<file path="config.mk">
export PLATFORM = sky130hd
export DESIGN_NAME = prng_stream
export DESIGN_NICKNAME = d
export VERILOG_FILES = /design/src/rtl/prng_stream.sv
export SDC_FILE = /design/constraint.sdc
export NUM_CORES = 2
export LEC_CHECK = 0
export ABC_AREA = 1
export ABC_CLOCK_PERIOD_IN_PS = 10200
export BUFFER_PORTS_ARGS = -buffer_cell sky130_fd_sc_hd__buf_2
export CAP_MARGIN = 20
export CORE_ASPECT_RATIO = 1.4
export CORE_MARGIN = 4
export CORE_UTILIZATION = 60
export CTS_CLUSTER_DIAMETER = 60
export DETAILED_ROUTE_END_ITERATION = 10
export GPL_TIMING_DRIVEN = 0
export PLACE_DENSITY = 0.78
export SYNTH_ARGS = -nofsm -noshare
export SYNTH_HDL_FRONTEND = slang
export SYNTH_SLANG_ARGS = --single-unit
</file>
<file path="constraint.sdc">
create_clock -name clk -period 10.2 [get_ports clk]
set_input_delay 1.02 -clock clk [delete_from_list [all_inputs] [get_ports clk]]
set_output_delay 1.02 -clock clk [all_outputs]
set_load 0.01 [all_outputs]
</file>
<file path="src/rtl/prng_stream.sv">
// Burst-oriented pseudo-random source: LCG or Galois LFSR selected per burst,
// words delivered over a valid/ready stream, generator state kept between bursts.
module prng_stream #(
  parameter int unsigned       WIDTH     = 32,
  parameter logic [WIDTH-1:0]  LCG_A     = WIDTH'(1103515245),
  parameter logic [WIDTH-1:0]  LCG_C     = WIDTH'(12345),
  parameter logic [WIDTH-1:0]  LFSR_TAPS = WIDTH'(32'h8020_0003),
  parameter int unsigned       CNT_W     = 16
) (
  input  logic             clk,
  input  logic             rst,
  input  logic             seed_load,
  input  logic [WIDTH-1:0] seed,
  input  logic             mode,
  input  logic             start,
  input  logic [CNT_W-1:0] count,
  output logic             busy,
  output logic             done,
  output logic             out_valid,
  output logic [WIDTH-1:0] out_data,
  input  logic             out_ready
);

  typedef enum logic {
    IDLE = 1'b0,
    RUN  = 1'b1
  } fsm_t;

  fsm_t             r_fsm;
  logic [WIDTH-1:0] r_state;
  logic             r_mode;
  logic [CNT_W-1:0] r_remaining;
  logic             r_busy;
  logic             r_done;
  logic             r_valid;
  logic [WIDTH-1:0] r_data;

  fsm_t             w_fsm_next;
  logic [WIDTH-1:0] w_state_next;
  logic             w_mode_next;
  logic [CNT_W-1:0] w_remaining_next;
  logic             w_busy_next;
  logic             w_done_next;
  logic             w_valid_next;
  logic [WIDTH-1:0] w_data_next;

  logic [WIDTH-1:0] w_base;
  logic [WIDTH-1:0] w_idle_step;
  logic [WIDTH-1:0] w_run_step;

  // One generator step; a zero LFSR state is treated as 1 so it can never lock up.
  function automatic logic [WIDTH-1:0] f_step(input logic [WIDTH-1:0] s, input logic m);
    logic [WIDTH-1:0] s_nz;
    logic [WIDTH-1:0] res;
    s_nz = (s == '0) ? WIDTH'(1) : s;
    if (!m) res = LCG_A * s + LCG_C;
    else    res = (s_nz >> 1) ^ (s_nz[0] ? LFSR_TAPS : '0);
    return res;
  endfunction

  // A seed loaded on the start edge is the base for the first word.
  assign w_base      = seed_load ? seed : r_state;
  assign w_idle_step = f_step(w_base, mode);
  assign w_run_step  = f_step(r_state, r_mode);

  always_comb begin
    w_fsm_next       = r_fsm;
    w_state_next     = r_state;
    w_mode_next      = r_mode;
    w_remaining_next = r_remaining;
    w_busy_next      = r_busy;
    w_done_next      = 1'b0;
    w_valid_next     = r_valid;
    w_data_next      = r_data;

    case (r_fsm)
      IDLE: begin
        if (seed_load) w_state_next = seed;
        if (start) begin
          if (count != '0) begin
            w_mode_next      = mode;
            w_remaining_next = count;
            w_fsm_next       = RUN;
            w_state_next     = w_idle_step;
            w_data_next      = w_idle_step;
            w_valid_next     = 1'b1;
            w_busy_next      = 1'b1;
          end else begin
            w_done_next = 1'b1;
          end
        end
      end
      RUN: begin
        if (r_valid && out_ready) begin
          if (r_remaining > CNT_W'(1)) begin
            w_remaining_next = r_remaining - CNT_W'(1);
            w_state_next     = w_run_step;
            w_data_next      = w_run_step;
          end else begin
            w_remaining_next = '0;
            w_valid_next     = 1'b0;
            w_busy_next      = 1'b0;
            w_done_next      = 1'b1;
            w_fsm_next       = IDLE;
          end
        end
      end
      default: w_fsm_next = IDLE;
    endcase
  end

  always_ff @(posedge clk) begin
    if (rst) begin
      r_fsm       <= IDLE;
      r_state     <= WIDTH'(1);
      r_mode      <= 1'b0;
      r_remaining <= '0;
      r_busy      <= 1'b0;
      r_done      <= 1'b0;
      r_valid     <= 1'b0;
      r_data      <= '0;
    end else begin
      r_fsm       <= w_fsm_next;
      r_state     <= w_state_next;
      r_mode      <= w_mode_next;
      r_remaining <= w_remaining_next;
      r_busy      <= w_busy_next;
      r_done      <= w_done_next;
      r_valid     <= w_valid_next;
      r_data      <= w_data_next;
    end
  end

  assign busy      = r_busy;
  assign done      = r_done;
  assign out_valid = r_valid;
  assign out_data  = r_data;

endmodule
</file>
## Yosys cells after proc, flatten, opt, wreduce, memory -nomap -nowiden

Index checks and enable logic that the tools add are counted.

- Flip-flop bits (word level): 84
- Bits of input ports: 54
- Word-level logic and storage cells: 65
- Output and inout port bits: 35

- Reductions and logical operators: 9
- Eq/ne operators: 5
- Bitwise gates (word level): 3
- Magnitude comparators: 1
- Multiplexer cells: 35
- Multiply operators: 2
- Add/sub/neg operators: 3

Operator list:

| operator | number |
|---|---|
| 2-to-1 mux 32 bit | 13 |
| one-hot mux 32 bit (2 select lines) | 2 |
| adder 32 x 14 -> 32 bit (second input constant) | 2 |
| logical NOT 32 bit | 2 |
| multiplier 31 x 32 -> 32 bit (first input constant) | 2 |
| 2-to-1 mux 16 bit | 4 |
| XOR 31 x 32 -> 32 bit | 2 |
| one-hot mux 16 bit (2 select lines) | 1 |
| greater-than comparator 16 x 1 -> 1 bit (second input constant) | 1 |
| nonzero test 16 bit | 1 |
| subtractor 16 x 1 -> 16 bit (second input constant) | 1 |
| 2-to-1 mux 1 bit | 12 |
| AND reduction 4 bit | 2 |
| inequality test 2 bit (second input constant) | 3 |
| one-hot mux 1 bit (2 select lines) | 3 |
| AND reduction 3 bit | 2 |
| inequality test 2 x 1 -> 1 bit (second input constant) | 2 |
| AND reduction 2 bit | 1 |
| logical AND 1 bit | 1 |
| NOT 1 bit | 1 |

## Longest topological paths before layout

- Depth after elaboration: 9
- Mapped depth: 44

## Worst setup path after synthesis

No wires, ideal clock.

- Kind: in2reg
- From: in seed_load
- To: reg r_state[24]
- Stages: 32
- Path slack: 2.271 ns
- Arrival: 7.818 ns
- Library setup time: 0.111 ns
- Data required time: 10.089 ns
- Path buffers: 2
- Path through: buf_4 clkbuf_1 o21ai_0 inv_1 ha_1 xor2_1 ha_1 a21oi_1 fa_1 fa_1 inv_1 fa_1 inv_1 fa_1 inv_1 fa_1 inv_1 fa_1 inv_1 ha_1 nand2_1 nor3_1 nand4_1 nand3_1 nand2_1 nand2_1 a21oi_1 o21a_1 o21ai_0 nand2_1 nand3_1 nor2_1

- Cells in the longest elaborated chain, start to end: 8

Ends and longest elaborated chain:

| item | RTL line | text |
|---|---|---|
| start, declared | 12 | `input logic seed_load,` |
| 2-to-1 mux 32 bit (*) | 62, 78 |  |
| branches (longest 5 deep; another with multiplier 31 x 32 -> 32 bit) | n/a |  |
| 2-to-1 mux 32 bit (*) | 79 | `if (start) begin` |
| one-hot mux 32 bit (2 select lines) (*) | 76 | `case (r_fsm)` |
| end signal, assigned | 124 | `r_state <= w_state_next;` |
| end, declared | 30 | `logic [WIDTH-1:0] r_state;` |

Mark *: on every way between the ends.
A chain may end at the register's enable or synchronous reset.

## Final worst setup path

- From: in seed_load
- To: reg r_state[23]

Same word-level chain as after synthesis.

==> flow_metrics.py <==
metrics = {
    "clock_network": {
        "clk_pin_slew_worst_paths_ns": 0.07,
        "cts_max_level": 3,
        "cts_tree": "built",
        "cts_setup_buffers": 0,
        "ctsResizeCount": 0,
        "cts_made_buffers": 9,
        "cts_buffer_depth": 2,
        "cts-root-buf": "clkbuf_16",
        "clock-sinks": 84,
        "ctsHoldBuffers": 0,
        "insertion_delay_ns": 0.35,
    },
    "drt": {
        "routedWlPerCell_um": 25.2,
        "vias_per_cell": 5.82,
        "ant_nets": 0,
        "vias": 22200,
        "routed_wl_um": 96400,
        "drt_iter0_markers": 1886,
        "drc": 0,
        "dr.pass1.iters": 9,
    },
    "setup_path": {
        "critPathMaxStageDelay_ns": 0.87,
        "timing.rr.start": "r_state[5]",
        "critPathSlowestCell": "o21ai_0",
        "critical_path_peak_fanout": 10,
        "cp_common_cell": "fa_1",
        "end_kind": "register",
        "crit_start": "seed_load",
        "start_kind": "primary input",
        "cp.arrival_ns": 9.89,
        "worstPathRequired_ns": 10.44,
        "path_class": "primary input to register",
    },
    "floorplan": {
        "fp-row-count": 88,
        "start_util_pct": 60.5,
        "die_h_um": 249,
        "die_w_um": 180,
        "core_area_um2": 41200,
        "dieArea_um2": 44900,
        "io_pins": 89,
    },
    "logic_synthesis": {
        "ys_seq_elements": 84,
        "synth_area_um2": 24900,
        "yosysSeqAreaShare_pct": 6.75,
        "synth_cell_types": 53,
        "syn_nets": 4037,
        "avgSynthCellArea_um2": 7.88,
        "ys_warn_count": 0,
        "yosys.area.top_type": "fa_1",
        "syn_inst": 3162,
        "ys_async_sr_fraction_pct": 0,
        "synth_top_cell_area_share_pct": 30.6,
        "synth_edf_count": 0,
        "synth.area.top_cells": "fa_1 31%, ha_1 22%, inv_1 14%",
        "synth_ff_type": "dfxtp_1",
    },
    "hold_path": {
        "min_path_type": "register to register",
        "hp-start": "out_data[21]",
    },
    "sta": {
        "setup_viol": 0,
        "hold_violations": 0,
        "maxSlewHeadroom_pct": 26.3,
        "rsz0062_at_grt": "no",
        "period_share_pct": 94.7,
        "max_freq_mhz": 104,
        "slew_violations": 0,
        "worst_slew_pin_slew_ns": 1.10,
        "min_period_ns": 9.66,
        "clock_skew_ns": 0.0121,
    },
    "cells_and_area": {
        "postLayoutCoreUtil_pct": 64.3,
        "syn_to_final_growth_pct": 6.27,
        "drive_above_1_share_pct": 6.43,
        "layout_commonest_cell": "inv_1",
        "layout_common_cells": "954 x inv_1, 440 x ha_1, 422 x nand2_1",
        "layout.nets": 4149,
    },
    "job": {
        "maxCapViolCount": 0,
    },
    "grt": {
        "track_usage_pct": 42.7,
        "grt_pass1_wl_um": 143000,
        "overflow": 0,
        "grt_pass1_vias": 23900,
        "grt_max_degree": 15,
        "antenna_found_initial": 3,
    },
    "placement": {
        "finalWeightedCongestion": 1.11,
        "place_hpwl_um": 84200,
        "io_buffers": 87,
    },
    "run_status": {
        "outcome": "complete, no violations",
    },
}
cells in the mapped netlist, types with 6 or more instances:
master,number
ha_1,440
dfxtp_1,84
o21ai_1,6
a31oi_1,13
o211ai_1,12
xnor2_1,30
a221oi_1,8
o21ai_2,11
fa_1,381
or2_2,28
inv_2,10
nand4_1,18
o21ai_0,184
a21oi_1,159
inv_1,954
buf_2,12
nor2_1,123
o21bai_1,8
nand3_1,87
nor4_1,6
clkbuf_1,29
a21o_1,9
nand2_1,422
o22ai_1,7
xor2_1,34
nor3_1,16
o21a_1,6
through the flow:
stage               hold WS (ns)  cell area (µm²)  setup WS [ns]  setup TNS [ns]  instances
global route               0.532            26500          0.207               0       3819
CTS                        0.498            26500          0.761               0       3816
global placement           0.475            26000         -0.982          -21.14       3789
floorplan                  0.462            24900           2.27               0       3162
detailed placement         0.479            26100          0.439               0       3800
finish                     0.496            26500          0.544               0       3821
state kept, by name, summed over array words and instances, names as in the netlist:
register / count
done: 1
out_data: 32
out_valid: 1
r_fsm: 1
r_mode: 1
r_remaining: 16
r_state: 32
final timing paths:
path | endpoint | slack [ns] | cells after the start
max | r_state[23] | 0.54 | 29
min reg2reg | out_data[21] | 0.50 | 2
min | out_data[21] | 0.50 | 2
max reg2reg | r_state[24] | 1.55 | 31
kinds of logic (layout without fill, tap and decap cells):
family | after synthesis | after routing | share of synthesized area (%)
compound gates | 450 | 450 | 10.3
fa+ha+maj | 821 | 821 | 52.7
flops | 84 | 84 | 6.75
xor+xnor | 64 | 64 | 2.25
simple gates | 726 | 726 | 12.5
buf+inv | 1017 | 1134 | 15.5
other cells | 0 | 2 | 0
area by class of cell:
cell class                      count  area, µm²
Multi-Input combinational cell   2061      19400
Buffer                             52        249
Clock inverter                      5       85.1
Inverter                          965       3620
Clock buffer                       11        243
Antenna cell                        2       5.00
Sequential cell                    84       1680
Timing Repair Buffer              101        551
Tap cell                          540        676
Fill cell                        3660      14700
critical path, delay by kind of cell:
family	cells	cell delay, ns
xor gates and xnor gates	1	0.25
buffers and inverters	8	1.55
and+or+nand+nor	3	0.58
adders and majority gates	9	3.98
AOI/OAI and AO/OA	8	2.49
routing by layer:
layer / wire (µm) / global-route usage, % / vias to the layer above
li1: - / - / 9876
met1: 29500 / 40.8 / 10600
met2: 47100 / 75.3 / 1202
met3: 6070 / 5.99 / 565
met4: 13700 / 44.3 / 0
met5: 0 / 0 / -
Power is left out: the tool's default activity adds up to more than one toggle a clock period on the data nets, which glitch-free logic cannot reach.
